<file path="src/rtl/wrd_pkg.sv">
// rtl/wrd_pkg.sv - shared FSM encoding and width helpers for the argmax wake detector
// Contents:
//   state_e  : frame FSM states (ACCUM collects scores, DECIDE resolves the frame)
//   class_bw : width of a class index, max(1, clog2(n))
//   cnt_bw   : width of a counter that must hold 0..n, max(1, clog2(n+1))
package wrd_pkg;

  typedef enum logic {
    ST_ACCUM  = 1'b0,
    ST_DECIDE = 1'b1
  } state_e;

  function automatic int class_bw(input int n);
    int w;
    w = $clog2(n);
    return (w < 1) ? 1 : w;
  endfunction

  function automatic int cnt_bw(input int n);
    int w;
    w = $clog2(n + 1);
    return (w < 1) ? 1 : w;
  endfunction

endpackage

</file>
<file path="src/rtl/wake_debounce.sv">
// rtl/wake_debounce.sv - N-of-M hit history with post-wake holdoff and wake pulse stretcher
// Ports:
//   clk_i, rst_n_i : clock, asynchronous active-low reset
//   decide_i       : one-cycle strobe for each well-formed frame decision
//   class_i        : argmax of the frame being decided
//   target_i       : class index that counts as a hit (sampled with decide_i)
//   wake_o         : wake pulse, WAKE_CYCLES long, starts the cycle after a trigger
module wake_debounce
  import wrd_pkg::*;
#(
  parameter int NUM_CLASSES    = 3,
  parameter int HIST_LEN       = 4,
  parameter int HIT_THRESH     = 3,
  parameter int WAKE_CYCLES    = 16,
  parameter int HOLDOFF_FRAMES = 8,
  localparam int CLASS_BW      = class_bw(NUM_CLASSES)
) (
  input  logic                clk_i,
  input  logic                rst_n_i,
  input  logic                decide_i,
  input  logic [CLASS_BW-1:0] class_i,
  input  logic [CLASS_BW-1:0] target_i,
  output logic                wake_o
);

  localparam int POP_W   = cnt_bw(HIST_LEN);
  localparam int HO_W    = cnt_bw(HOLDOFF_FRAMES);
  localparam int PULSE_W = cnt_bw(WAKE_CYCLES);

  logic [HIST_LEN-1:0] hist_q, hist_d, hist_shift;
  logic [HO_W-1:0]     holdoff_q, holdoff_d;
  logic [PULSE_W-1:0]  pulse_q, pulse_d;
  logic [POP_W-1:0]    pop;
  logic                hit, trigger;

  always_comb begin
    // A target index outside the class range can never match a real argmax.
    hit        = (class_i == target_i) && (int'(target_i) < NUM_CLASSES);
    hist_shift = (hist_q << 1) | HIST_LEN'(hit);

    pop = '0;
    for (int i = 0; i < HIST_LEN; i++) begin
      pop = pop + POP_W'(hist_shift[i]);
    end

    trigger = decide_i && (holdoff_q == '0) && (int'(pop) >= HIT_THRESH);

    hist_d    = hist_q;
    holdoff_d = holdoff_q;
    pulse_d   = (pulse_q != '0) ? pulse_q - PULSE_W'(1) : pulse_q;

    if (decide_i) begin
      if (holdoff_q != '0) begin
        // Frames during holdoff are consumed without touching the history.
        holdoff_d = holdoff_q - HO_W'(1);
      end else if (trigger) begin
        hist_d    = '0;
        holdoff_d = HO_W'(HOLDOFF_FRAMES);
        // Reload also covers a retrigger while the pulse is still running.
        pulse_d   = PULSE_W'(WAKE_CYCLES);
      end else begin
        hist_d = hist_shift;
      end
    end
  end

  always_ff @(posedge clk_i or negedge rst_n_i) begin
    if (!rst_n_i) begin
      hist_q    <= '0;
      holdoff_q <= '0;
      pulse_q   <= '0;
    end else begin
      hist_q    <= hist_d;
      holdoff_q <= holdoff_d;
      pulse_q   <= pulse_d;
    end
  end

  assign wake_o = (pulse_q != '0);

endmodule

</file>
<file path="src/rtl/argmax_wake.sv">
// rtl/argmax_wake.sv - streaming per-frame argmax over class scores with debounced wake output
// Ports:
//   clk_i, rst_n_i : clock, asynchronous active-low reset
//   data_i         : signed class score, one per beat, class 0 first
//   valid_i/ready_o: beat handshake; ready_o drops for one bubble cycle per frame
//   last_i         : final beat of the frame
//   target_class_i : class index counted as a hit
//   class_o        : argmax of the last well-formed frame, held between strobes
//   class_valid_o  : one-cycle strobe when class_o is updated
//   frame_err_o    : one-cycle strobe when a malformed frame is dropped
//   wake_o         : wake pulse from the hit debouncer
module argmax_wake
  import wrd_pkg::*;
#(
  parameter int BW             = 8,
  parameter int NUM_CLASSES    = 3,
  parameter int HIST_LEN       = 4,
  parameter int HIT_THRESH     = 3,
  parameter int WAKE_CYCLES    = 16,
  parameter int HOLDOFF_FRAMES = 8,
  localparam int CLASS_BW      = class_bw(NUM_CLASSES)
) (
  input  logic                 clk_i,
  input  logic                 rst_n_i,
  input  logic signed [BW-1:0] data_i,
  input  logic                 valid_i,
  input  logic                 last_i,
  output logic                 ready_o,
  input  logic [CLASS_BW-1:0]  target_class_i,
  output logic [CLASS_BW-1:0]  class_o,
  output logic                 class_valid_o,
  output logic                 frame_err_o,
  output logic                 wake_o
);

  localparam int CNT_W = cnt_bw(NUM_CLASSES);

  state_e               state_q, state_d;
  logic [CNT_W-1:0]     beat_q, beat_d;
  logic signed [BW-1:0] max_q, max_d, cand_max;
  logic [CLASS_BW-1:0]  idx_q, idx_d, cand_idx;
  logic [CLASS_BW-1:0]  class_q, class_d;
  logic                 good_q, good_d;
  logic                 accept, take;

  assign ready_o = (state_q == ST_ACCUM);
  assign accept  = valid_i && ready_o;

  always_comb begin
    // Beat 0 always loads; later beats only on a strictly greater score so
    // ties keep the lowest index. Beats past the class count are ignored.
    take     = (beat_q == '0) ||
               ((beat_q < CNT_W'(NUM_CLASSES)) && (data_i > max_q));
    cand_max = take ? data_i : max_q;
    cand_idx = take ? CLASS_BW'(beat_q) : idx_q;

    state_d = state_q;
    beat_d  = beat_q;
    max_d   = max_q;
    idx_d   = idx_q;
    class_d = class_q;
    good_d  = good_q;

    case (state_q)
      ST_ACCUM: begin
        if (accept) begin
          max_d  = cand_max;
          idx_d  = cand_idx;
          beat_d = (beat_q == CNT_W'(NUM_CLASSES)) ? beat_q : beat_q + CNT_W'(1);
          if (last_i) begin
            state_d = ST_DECIDE;
            good_d  = (beat_q == CNT_W'(NUM_CLASSES - 1));
            // class_o only moves for well-formed frames so it holds otherwise.
            if (beat_q == CNT_W'(NUM_CLASSES - 1)) begin
              class_d = cand_idx;
            end
          end
        end
      end
      ST_DECIDE: begin
        state_d = ST_ACCUM;
        beat_d  = '0;
        good_d  = 1'b0;
      end
      default: begin
        state_d = ST_ACCUM;
      end
    endcase
  end

  always_ff @(posedge clk_i or negedge rst_n_i) begin
    if (!rst_n_i) begin
      state_q <= ST_ACCUM;
      beat_q  <= '0;
      max_q   <= '0;
      idx_q   <= '0;
      class_q <= '0;
      good_q  <= 1'b0;
    end else begin
      state_q <= state_d;
      beat_q  <= beat_d;
      max_q   <= max_d;
      idx_q   <= idx_d;
      class_q <= class_d;
      good_q  <= good_d;
    end
  end

  assign class_o       = class_q;
  assign class_valid_o = (state_q == ST_DECIDE) && good_q;
  assign frame_err_o   = (state_q == ST_DECIDE) && !good_q;

  wake_debounce #(
    .NUM_CLASSES   (NUM_CLASSES),
    .HIST_LEN      (HIST_LEN),
    .HIT_THRESH    (HIT_THRESH),
    .WAKE_CYCLES   (WAKE_CYCLES),
    .HOLDOFF_FRAMES(HOLDOFF_FRAMES)
  ) u_debounce (
    .clk_i   (clk_i),
    .rst_n_i (rst_n_i),
    .decide_i(class_valid_o),
    .class_i (class_q),
    .target_i(target_class_i),
    .wake_o  (wake_o)
  );

endmodule

</file>
<file path="config.mk">
export PLATFORM = sky130hd
export DESIGN_NAME = argmax_wake
export DESIGN_NICKNAME = d
export VERILOG_FILES = /design/src/rtl/wrd_pkg.sv /design/src/rtl/wake_debounce.sv /design/src/rtl/argmax_wake.sv
export SDC_FILE = /design/constraint.sdc
export NUM_CORES = 1
export LEC_CHECK = 0
export ABC_CLOCK_PERIOD_IN_PS = 2300
export CORE_ASPECT_RATIO = 1.1
export CORE_MARGIN = 1
export CORE_UTILIZATION = 40
export DETAILED_ROUTE_END_ITERATION = 6
export MAX_ROUTING_LAYER = met4
export PLACE_DENSITY = 0.66
export SETUP_SLACK_MARGIN = 0.5
export SYNTH_ARGS = -nofsm -noshare
export SYNTH_HDL_FRONTEND = slang
export SYNTH_HIERARCHICAL = 1
export SYNTH_SLANG_ARGS = --single-unit
export TNS_END_PERCENT = 20
</file>
<file path="constraint.sdc">
create_clock -name clk_i -period 2.3 [get_ports clk_i]
set_input_delay 0.46 -clock clk_i [delete_from_list [all_inputs] [get_ports clk_i]]
set_output_delay 0.46 -clock clk_i [all_outputs]
set_load 0.005 [all_outputs]
</file>
==> summary.md, run 1 <==
| Metric | Value |
|---|---|
| Status | finished with violations |
| Failing checks | negative setup slack |
| IO buf count | 19 |
| Ys Warns | 6 |
| Setup Viol. Count Final | 7 |
| Wire length on met2 | 1900 um |
| Worst-Margin Slew | 499 ps |
| Clk_lat worst skew | 280 ps |
| CP Launch Type | flip-flop |
| Hold/Removal Path Class | in -> reg |
| PwrDens | 1270 nW/um^2 |
| Total Neg Setup Slack | -1120 ps |
| Detailed Route WL | 3470 um |
| Dpl ws | -818 ps |
| Unrepaired setup endpoints after global routing | yes |
| CTS max path bufs | 2 |
| Synth area leaders | dfrtp_1 (43%), ha_1 (11%), mux2_4 (9.2%), inv_1 (4.4%), nor2_1 (3.0%) |
| Post-synth EDFFs | 0 |
| Layout cells sized above 1 | 0.323 |
| Syn avg cell area | 10.5 um^2 |
| Initial DRC Count | 45 |
| Total Routing Usage GR | 0.175 |
| Initial Util | 0.433 |
| Clock skew | 2.13 ps |
| Worst EP required | 2510 ps |
| Final Cycle Share | 1.12 |
| Final WS setup | -276 ps |
| Commonest cells in the netlist | dfrtp_1 (28), inv_1 (19), ha_1 (14), nor2_1 (13), mux2_4 (10) |
| P_leak | 1.11 nW |
| GPL Wtd Cong | 0.716 |
| Cts hold-fix bufs | 0 |
| Total gr overflow | 0 |
| Vias in the first global route | 1,299 |
| Final hold violation count | 0 |
| Die height | 69.0 um |
| Post-synth top area share | 0.429 |
| Hold WS | 469 ps |
| H-Tree Depth | 1 |
| DRT met1 WL | 1440 um |
| # Max-Cap Violations | 0 |
| Vias post-DR | 1,228 |
| Pre-antenna DRT Iters | 4 |
| Die area | 4340 um^2 |
| CTS tree | done |
| CP Data Arrival Time | 2790 ps |
| Asr flop ratio synth | 1.00 |
| Dominant cell type by area after synthesis | dfrtp_1 |
| Antenna violations before repair | 0 |
| Clock edge transition at the registers on the reported setup and hold paths | 90 ps |
| Worst setup EP type | flip-flop |
| Uppermost layer routed | met4 |
| Synth Instances | 155 |
| Main synth FF type | dfrtp_1 |
| Synthesized flop and latch total | 28 |
| Max-slew headroom | 0.667 |
| Cell chosen for the clock root | clkbuf_8 |
| Slew Viols, Final | 0 |
| Setup CP Type | reg -> reg |
| Largest net degree at the start of global routing | 29 |
| Post-synth design cell area | 1630 um^2 |
| CTS buffer count | 3 |
| Detail Route Antenna Nets | 0 |
| Syn_nets | 184 |
| Yosys cell types | 35 |
| Wire length on met3 | 67 um |
| Max Freq | 388 MHz |
| Clock sink count | 28 |
| Post-DP HPWL | 2390 um |
| Die W | 62.9 um |
| Ant. Diodes | 0 |
| Min Clock Period, post-route | 2580 ps |
| Per-cell routed wire length | 14.3 um |
| Core region area | 3770 um^2 |
| Global-route wire length before repair | 5580 um |
| Worst IR drop on VDD | 0.000575 V |
| Final nets | 222 |
| Area grow syn2layout | 38.5% |
| Via density | 5.07 |
| Seq/Total Area, Yosys | 0.429 |
| # rows | 23 |
| Most frequent cell after synthesis | dfrtp_1 |
| Fillcell total | 327 |
| I/O pin count | 20 |
| CP max FO | 3 |
| DRC errors left | 0 |
==> cell usage in the layout (no fill, tap or decap), drive strengths merged <==
cell type and n:
or2 2, clkdlybuf4s15 1, xnor2 4, and3b 1, or3b 1, and2 3
mux2 10, buf 16, a221o 3, nor2 13, nand2 9, or4b 1
and4 1, and3 2, inv 19, nor2b 2, a21o 3, ha 14
dfrtp 28, a21oi 4, nand2b 2, or2b 2, o2bb2ai 1, nor3 7
clkdlybuf4s50 7, a311oi 1, nand3 3, a21boi 1, a211oi 1, dlygate4sd2 4
o311a 1, mux2i 2, dlymetal6s2s 7, clkbuf 4, nor4bb 1, o21ai 9
nor4b 1, fa 1
==> stage by stage <==
| step | cells | instance area (um^2) | power, mW | utilization |
|---|---|---|---|---|
| floorplan | 155 | 1660 | 1.79 | - |
| global placement | 237 | 2010 | 2.17 | 0.532 |
| detailed placement | 237 | 2010 | 2.27 | 0.532 |
| CTS | 242 | 2130 | 2.74 | 0.566 |
| global route | 242 | 2260 | 3.11 | 0.599 |
| finish | 242 | 2260 | 2.88 | 0.599 |
==> metal layers <==
layer,global-route usage,up-vias
li1,-,604
met1,0.184,602
met2,0.328,17
met3,0.0197,5
met4,0.0930,0
met5,-,-
==> worst max-delay path: stages, from the launching register on <==
cell       delay [ps]
dfrtp_1           420
nor4bb_2          300
a21oi_2            90
fa_1              540
inv_2              50
ha_4              150
ha_4              240
a21oi_4           110
or4b_4            470
o2bb2ai_2         130
==> final timing paths <==
path / from / to / slack, ps / cells past startpoint
setup / recovery: class_o[1]$_DFFE_PN0P_ / u_debounce/hist_q[0]$_DFFE_PN0P_ / -280 / 9
min in group asynchronous: rst_n_i / u_debounce/holdoff_q[0]$_DFFE_PN0P_ / 550 / 2
hold / removal: data_i[4] / max_q[4]$_DFFE_PN0P_ / 470 / 2
hold reg to reg: max_q[3]$_DFFE_PN0P_ / max_q[3]$_DFFE_PN0P_ / 520 / 1
max in group asynchronous: rst_n_i / good_q$_DFFE_PN0P_ / 1480 / 2
setup reg to reg: class_o[1]$_DFFE_PN0P_ / u_debounce/hist_q[0]$_DFFE_PN0P_ / -280 / 9
==> flip-flops by register name (all words and copies together), names as in the netlist <==
name and count:
max_q 8, u_debounce/holdoff_q 4, beat_q 2, state_q 1, good_q 1, u_debounce/hist_q 3, idx_q 2, class_o 2
u_debounce/pulse_q 5
==> repair_timing <==
| item | 4_1_cts | 5_1_grt |
|---|---|---|
| endpoints found under the setup margin | 24 | 24 |
| resized for setup | 20 | 25 |
| pin swaps | 9 | 10 |
| buffers inserted | 1 | 0 |
==> cell type report <==
class,instances,area [um^2],area share
Sequential cell,28,701,0.310
Inverter,19,71.3,0.0316
Multi-Input combinational cell,106,1040,0.462
Tap cell,50,62.6,0.0277
Timing Repair Buffer,35,327,0.145
Clock buffer,4,55.1,0.0244
==> report_power, final <==
group / total, mW / internal [mW] / switching, mW
sequential: 0.891 / 0.707 / 0.184
combinational: 1.68 / 0.944 / 0.732
clock: 0.308 / 0.154 / 0.155
total: 2.88 / 1.80 / 1.07
==> kinds of logic after synthesis <==
kind of cell	after synthesis	synth area share
flip-flops	28	0.429
adder cells (fa/ha/maj)	15	0.120
buffers and inverters	21	0.0537
XOR/XNOR	4	0.0215
AND/OR/NAND/NOR	51	0.168
AO/OA/AOI/OAI	24	0.104
multiplexers	12	0.104
No activity file was read; power rests on OpenSTA's default activity.
==> run 2: changes to the inputs <==
PLACE_DENSITY = 0.75   (was 0.66)
==> run 2 against run 1 <==
Compared with the run above:
- the flow still finishes with violations (negative setup slack)
- clock skew is 5.4 ps higher
- count of clock-buffer cells in the layout down 1
- maximum frequency about the same
- clock power shrank 15%
- flip-flop and latch count did not move
- die area stayed put
- critical endpoint unchanged
- largest cell class unchanged
- highest routed layer is now met3
==> summary.md, run 2 (synthesis results as in run 1) <==
| Metric | Value |
|---|---|
| Final WS setup | -276 ps (+0.564 ps) |
| Clock edge transition at the registers on the reported setup and hold paths | 100 ps (about the same) |
| Area grow syn2layout | 39.0% |
| Comb power frac | 0.609 (+0.026) |
| Most common cell on crit path | ha_4 |
| PwrDens | 1320 nW/um^2 (+3.9%) |
| Detailed Route WL | 3430 um (-1.2%) |
| CP max stage cell | fa_1 |
| # Max-Cap Violations | 0 (unchanged) |
| Antenna violations before repair | 0 (unchanged) |
| Layout cells sized above 1 | 0.351 (+0.0279) |
| Total Neg Setup Slack | -1850 ps (-731 ps) |
| Most common cell after layout, fill and taps aside | dfrtp_1 |
| Core region area | 3770 um^2 (unchanged) |
| Placed Cells | 235 (-0.84%) |
| CP Launch Type | flip-flop |
| CTS tree | done |
| Setup CP Type | reg -> reg |
| H-Tree Depth | 1 (unchanged) |
| Clk_lat worst skew | 270 ps (about the same) |
| Vias in the first global route | 1,340 (+3.2%) |
| Total Power | 3.00 mW (+4.3%) |
| Die area | 4340 um^2 (unchanged) |
| Regs by FF count | max_q x8, u_debounce/pulse_q x5, u_debounce/holdoff_q x4 |
| Min Clock Period, post-route | 2580 ps (-0.564 ps) |
| Largest net degree at the start of global routing | 29 (unchanged) |
| Net Sw Power | 1.11 mW (+3.4%) |
| Worst setup EP type | flip-flop |
| CP max FO | 3 (unchanged) |
| GPL Wtd Cong | 0.787 (+9.8%) |
| Layout Cells excl Fill | 241 (-0.41%) |
| Total gr overflow | 0 (unchanged) |
| Clock power share | 0.088 (-0.019) |
| Worst reg2reg startpoint | class_o[1]$_DFFE_PN0P_ |
| Total Routing Usage GR | 0.180 (+0.00436) |
| Sequential cell area | 702 um^2 (+0.18%) |
| Internal cell power | 1.89 mW (+4.9%) |
| Vias post-DR | 1,225 (-0.24%) |
| Setup Viol. Count Final | 9 (+2) |
| Worst EP required | 2500 ps (about the same) |
| Max-slew headroom | 0.757 (+0.0908) |
| Delay of the slowest critical-path stage | 510 ps (-30 ps) |
| Status | finished with violations |
| Worst-Margin Slew | 364 ps (-135 ps) |
| CP Data Arrival Time | 2770 ps (-20 ps) |
| Initial DRC Count | 25 (-44%) |
| Clock skew | 7.48 ps (+5.35 ps) |
| IO buf count | 19 (unchanged) |
| Detail Route Antenna Nets | 0 (unchanged) |
| Fillcell total | 316 (-3.4%) |
| DRC errors left | 0 (unchanged) |
| Slew Viols, Final | 0 (unchanged) |
| Most flop-heavy register | max_q |
| I/O pin count | 20 (unchanged) |
| Hold/Removal Path Class | in -> reg |
| Worst Hold Depth | 2 (unchanged) |
| Global-route wire length before repair | 5870 um (+5.2%) |
| Worst IR drop on VDD | 0.000645 V (+12%) |
| Clock sink count | 28 (unchanged) |
| Die height | 69.0 um (unchanged) |
| Via density | 5.08 (+0.17%) |
| Multi-input gate area | 1060 um^2 (+1.6%) |
| Max Freq | 388 MHz (about the same) |
| Pre-antenna DRT Iters | 4 (unchanged) |
| Unrepaired setup endpoints after global routing | yes |
| Final nets | 222 (unchanged) |
| Reg-to-Reg End | u_debounce/hist_q[0]$_DFFE_PN0P_ |
| Final Cycle Share | 1.12 (about the same) |
| Setup slack, reg-to-reg | -280 ps (about the same) |
| # rows | 23 (unchanged) |
| Final hold violation count | 0 (unchanged) |
| Net Sw Frac | 0.369 (-0.00350) |
| P_leak | 1.05 nW (-5.0%) |
| Post-DP HPWL | 2490 um (+3.9%) |
| CTS buffer count | 3 (unchanged) |
| Initial Util | 0.433 (unchanged) |
| Cell chosen for the clock root | clkbuf_8 |
| Flop pwr share | 0.303 (-0.007) |
| Fin util | 0.602 (+0.00232) |
| Per-cell routed wire length | 14.2 um (-0.83%) |
| Hold path endpoint | max_q[7]$_DFFE_PN0P_ |
| R2R cell count | 9 (unchanged) |
| Failing checks | negative setup slack |
| Die W | 62.9 um (unchanged) |
| Min-delay src | data_i[7] |
| Max FFs per register | 8 (unchanged) |
| CTS max path bufs | 2 (unchanged) |
| Ant. Diodes | 0 (unchanged) |
| CP cell instances | nor4bb_4 -> a21oi_2 -> fa_1 -> inv_2 -> ha_4 -> ha_4 -> a21oi_4 -> or4b_4 -> o2bb2ai_2 |
| Hold WS | 487 ps (+18.1 ps) |
| Most frequent cells in the layout | dfrtp_1 (27), inv_1 (14), nor2_1 (13), mux2_4 (10) |
## run 2: how the worst max path moves through the flow
stage                           start                                to
4_1_cts        class_o[1]$_DFFE_PN0P_  u_debounce/hist_q[0]$_DFFE_PN0P_
2_1_floorplan       target_class_i[0]  u_debounce/hist_q[0]$_DFFE_PN0P_
6_report       class_o[1]$_DFFE_PN0P_  u_debounce/hist_q[0]$_DFFE_PN0P_
5_1_grt        class_o[1]$_DFFE_PN0P_  u_debounce/hist_q[0]$_DFFE_PN0P_
3_3_place_gp        target_class_i[0]  u_debounce/hist_q[0]$_DFFE_PN0P_
3_5_place_dp        target_class_i[0]  u_debounce/hist_q[0]$_DFFE_PN0P_
## run 2: metal layers
metal  vias to the layer above  wire, um  GRT usage
met5                         -         0          -
met4                         0         0     0.0494
met3                         0        75     0.0230
met2                        16      1920      0.351
met1                       604      1430      0.192
li1                        605         -          -
## run 2: stage by stage
| stage | setup slack [ps] | cell area, um^2 |
|---|---|---|
| after floorplan | -206 | 1660 |
| after global placement | -704 | 1990 |
| after detailed placement | -810 | 1990 |
| after CTS | -253 | 2190 |
| after global routing | -372 | 2270 |
| final | -276 | 2270 |
## run 2: final cells by class
class                   count  area share
clock buffers               3      0.0182
well taps                  50      0.0276
flip-flops and latches     28       0.309
inverters                  19      0.0314
repair buffers             35       0.146
multi-input cells         106       0.467
## run 2: worst max-delay path, delay by kind of cell (launching register included)
kind	cells	cell delay, ps
fa+ha+maj	3	900
simple gates	2	770
flops	1	440
compound gates	3	330
buf+inv	1	50
## run 2: power groups by stage
stage | clock network (mW) | logic [mW] | registers [mW]
floorplan | 0 | 0.944 | 0.844
global placement | 0 | 1.27 | 0.872
detailed placement | 0 | 1.37 | 0.892
CTS | 0.271 | 1.71 | 0.903
global route | 0.297 | 2.00 | 0.945
finish | 0.263 | 1.83 | 0.910
## run 2: what timing repair did
action                     in CTS  in global routing
buffers inserted                3                  0
gates resized for setup        48                 18
setup endpoints to repair      25                 24
pin swaps                      25                  9
hold buffers                    0                  0
==> run 3: changes to the inputs <==
ABC_CLOCK_PERIOD_IN_PS = unset   (was 2300)
PLACE_DENSITY = unset   (was 0.75)
==> run 3 against run 2 <==
Compared with the run above:
- the run still ends with negative setup slack left
- via count grew 4.0%
- sequential share of layout area down 1.5 points
- wire length is 4.4% higher
- global-route usage decreased by 0.93 points
- hold slack better by 35 ps
- sequential power decreased by 0.4%
- total power is 5.9% higher
- critical path type unchanged
==> summary.md, run 3 (synthesis results as in run 1) <==
| Metric | Value |
|---|---|
| Layout Cells excl Fill | 256 (+6.2%) |
| Largest net degree at the start of global routing | 29 (unchanged) |
| Per-cell routed wire length | 14.0 um (-1.7%) |
| Antenna violations before repair | 0 (unchanged) |
| IO buf count | 19 (unchanged) |
| Initial Util | 0.433 (unchanged) |
| CTS max path bufs | 2 (unchanged) |
| Failing checks | negative setup slack |
| Post-DP Area | 2010 um^2 (+0.75%) |
| Core region area | 3770 um^2 (unchanged) |
| Area grow syn2layout | 45.9% |
| DRC errors left | 0 (unchanged) |
| Die area | 4340 um^2 (unchanged) |
| Final nets | 236 (+6.3%) |
| Setup slack, reg-to-reg | -230 ps (+50 ps) |
| Global-route wire length before repair | 5510 um (-6.1%) |
| CTS tree | done |
| Regs by FF count | max_q x8, u_debounce/pulse_q x5, u_debounce/holdoff_q x4 |
| Vias post-DR | 1,274 (+4.0%) |
| H-Tree Depth | 1 (unchanged) |
| PwrDens | 1340 nW/um^2 (+0.93%) |
| Multi-input gate area | 1040 um^2 (-1.8%) |
| Clock skew | 9.29 ps (+1.81 ps) |
| Die W | 62.9 um (unchanged) |
| Worst EP required | 2510 ps (about the same) |
| Setup CP Type | reg -> reg |
| Pre-antenna DRT Iters | 4 (unchanged) |
| Sequential cell area | 701 um^2 (-0.18%) |
| Die height | 69.0 um (unchanged) |
| Post-DP HPWL | 2310 um (-7.0%) |
| Cell chosen for the clock root | clkbuf_8 |
| CP max FO | 3 (unchanged) |
| Worst-Margin Slew | 359 ps (-4.99 ps) |
| CP Data Arrival Time | 2740 ps (-30 ps) |
| Post-Layout Inst Area | 2380 um^2 (+4.9%) |
| Detail Route Antenna Nets | 0 (unchanged) |
| Worst IR drop on VDD | 0.000477 V (-26%) |
| Fillcell total | 320 (+1.3%) |
| Ant. Diodes | 0 (unchanged) |
| GPL Wtd Cong | 0.792 (+0.69%) |
| Total gr overflow | 0 (unchanged) |
| CP Launch Type | flip-flop |
| Min Clock Period, post-route | 2530 ps (-48.7 ps) |
| Most flop-heavy register | max_q |
| Most common cell after layout, fill and taps aside | dfrtp_1 |
| Via density | 4.98 (-2.1%) |
| CTS buffer count | 3 (unchanged) |
| Placed Cells | 237 (+0.85%) |
| Final Cycle Share | 1.10 (-0.0212) |
| # Max-Cap Violations | 0 (unchanged) |
| Final hold violation count | 0 (unchanged) |
| Vias in the first global route | 1,318 (-1.6%) |
| Clock sink count | 28 (unchanged) |
| Setup Viol. Count Final | 8 (-1) |
| Max FFs per register | 8 (unchanged) |
| Max-slew headroom | 0.761 (+0.00333) |
| Final WS setup | -227 ps (+48.7 ps) |
| P_leak | 1.13 nW (+6.9%) |
| Status | finished with violations |
| Slew Viols, Final | 0 (unchanged) |
| I/O pin count | 20 (unchanged) |
| Cts hold-fix bufs | 0 (unchanged) |
| Most frequent cells in the layout | dfrtp_1 (28), buf_4 (23), inv_1 (14), nor2_1 (13), mux2_4 (10) |
| Hold/Removal Path Class | reg -> reg |
| Total Routing Usage GR | 0.170 (-0.00929) |
| Layout cells sized above 1 | 0.359 (+0.00844) |
| Clk_lat worst skew | 280 ps (about the same) |
| Initial DRC Count | 29 (+16%) |
| Hold WS | 522 ps (+34.9 ps) |
| Max Freq | 396 MHz (+1.9%) |
| # rows | 23 (unchanged) |
| Clock edge transition at the registers on the reported setup and hold paths | 90 ps (about the same) |
| Unrepaired setup endpoints after global routing | yes |
| Worst setup EP type | flip-flop |
| Detailed Route WL | 3580 um (+4.4%) |
-- run 3: power breakdown --
group / switching, mW / internal [mW] / leakage (nW) / total [mW]
Clock: 0.162 / 0.233 / 0.0357 / 0.395
Sequential: 0.199 / 0.706 / 0.339 / 0.906
Combinational: 0.765 / 1.11 / 0.752 / 1.88
-- run 3: routing by layer --
metal  wire length, um  GRT usage  up-vias
met5                 0          -        -
met4                36     0.0756        0
met3                49     0.0181        4
met2              1990      0.321        9
met1              1510      0.183      633
li1                  -          -      628
-- run 3: what timing repair did --
| action | in CTS | in global routing |
|---|---|---|
| setup endpoints to repair | 24 | 23 |
| setup buffers | 14 | 1 |
| gates resized for setup | 34 | 23 |
| pin swaps | 19 | 15 |
| endpoints found under the hold margin | 0 | 0 |
-- run 3: area by class of cell --
| cell class | instances | share of cell area |
|---|---|---|
| Clock buffer | 3 | 0.0174 |
| Sequential cell | 28 | 0.294 |
| Multi-Input combinational cell | 106 | 0.437 |
| Inverter | 19 | 0.0300 |
| Clock inverter | 1 | 0.0126 |
| Timing Repair Buffer | 49 | 0.182 |
| Tap cell | 50 | 0.0263 |
-- run 3: worst paths after layout --
kind,start,endpoint,cells past startpoint
min in group asynchronous,rst_n_i,max_q[6]$_DFFE_PN0P_,2
max reg2reg,class_o[1]$_DFFE_PN0P_,u_debounce/hist_q[0]$_DFFE_PN0P_,16
min,max_q[7]$_DFFE_PN0P_,max_q[7]$_DFFE_PN0P_,1
max,class_o[1]$_DFFE_PN0P_,u_debounce/hist_q[0]$_DFFE_PN0P_,16
max in group asynchronous,rst_n_i,u_debounce/hist_q[0]$_DFFE_PN0P_,2
min reg2reg,max_q[7]$_DFFE_PN0P_,max_q[7]$_DFFE_PN0P_,1
-- run 3: stage by stage --
stage | TNS, ps | total power, mW | worst slack [ps] | utilization
global placement | -8890 | 2.18 | -700 | 0.532
detailed placement | -9480 | 2.24 | -797 | 0.532
global route | -2590 | 3.42 | -367 | 0.631
CTS | -1170 | 2.93 | -228 | 0.597
finish | -1130 | 3.18 | -227 | 0.631
floorplan | -851 | 1.79 | -206 | -
-- run 3: worst max-delay path: stages (launching register included) --
cell and delay (ps):
dfrtp_1 420, nor4bb_1 260, a21oi_1 110, buf_4 150
buf_4 120, buf_4 120, buf_4 120, buf_4 120
buf_4 120, buf_4 120, buf_4 120, buf_4 120
buf_4 130, buf_6 100, buf_4 120, buf_4 120
o2bb2ai_2 120
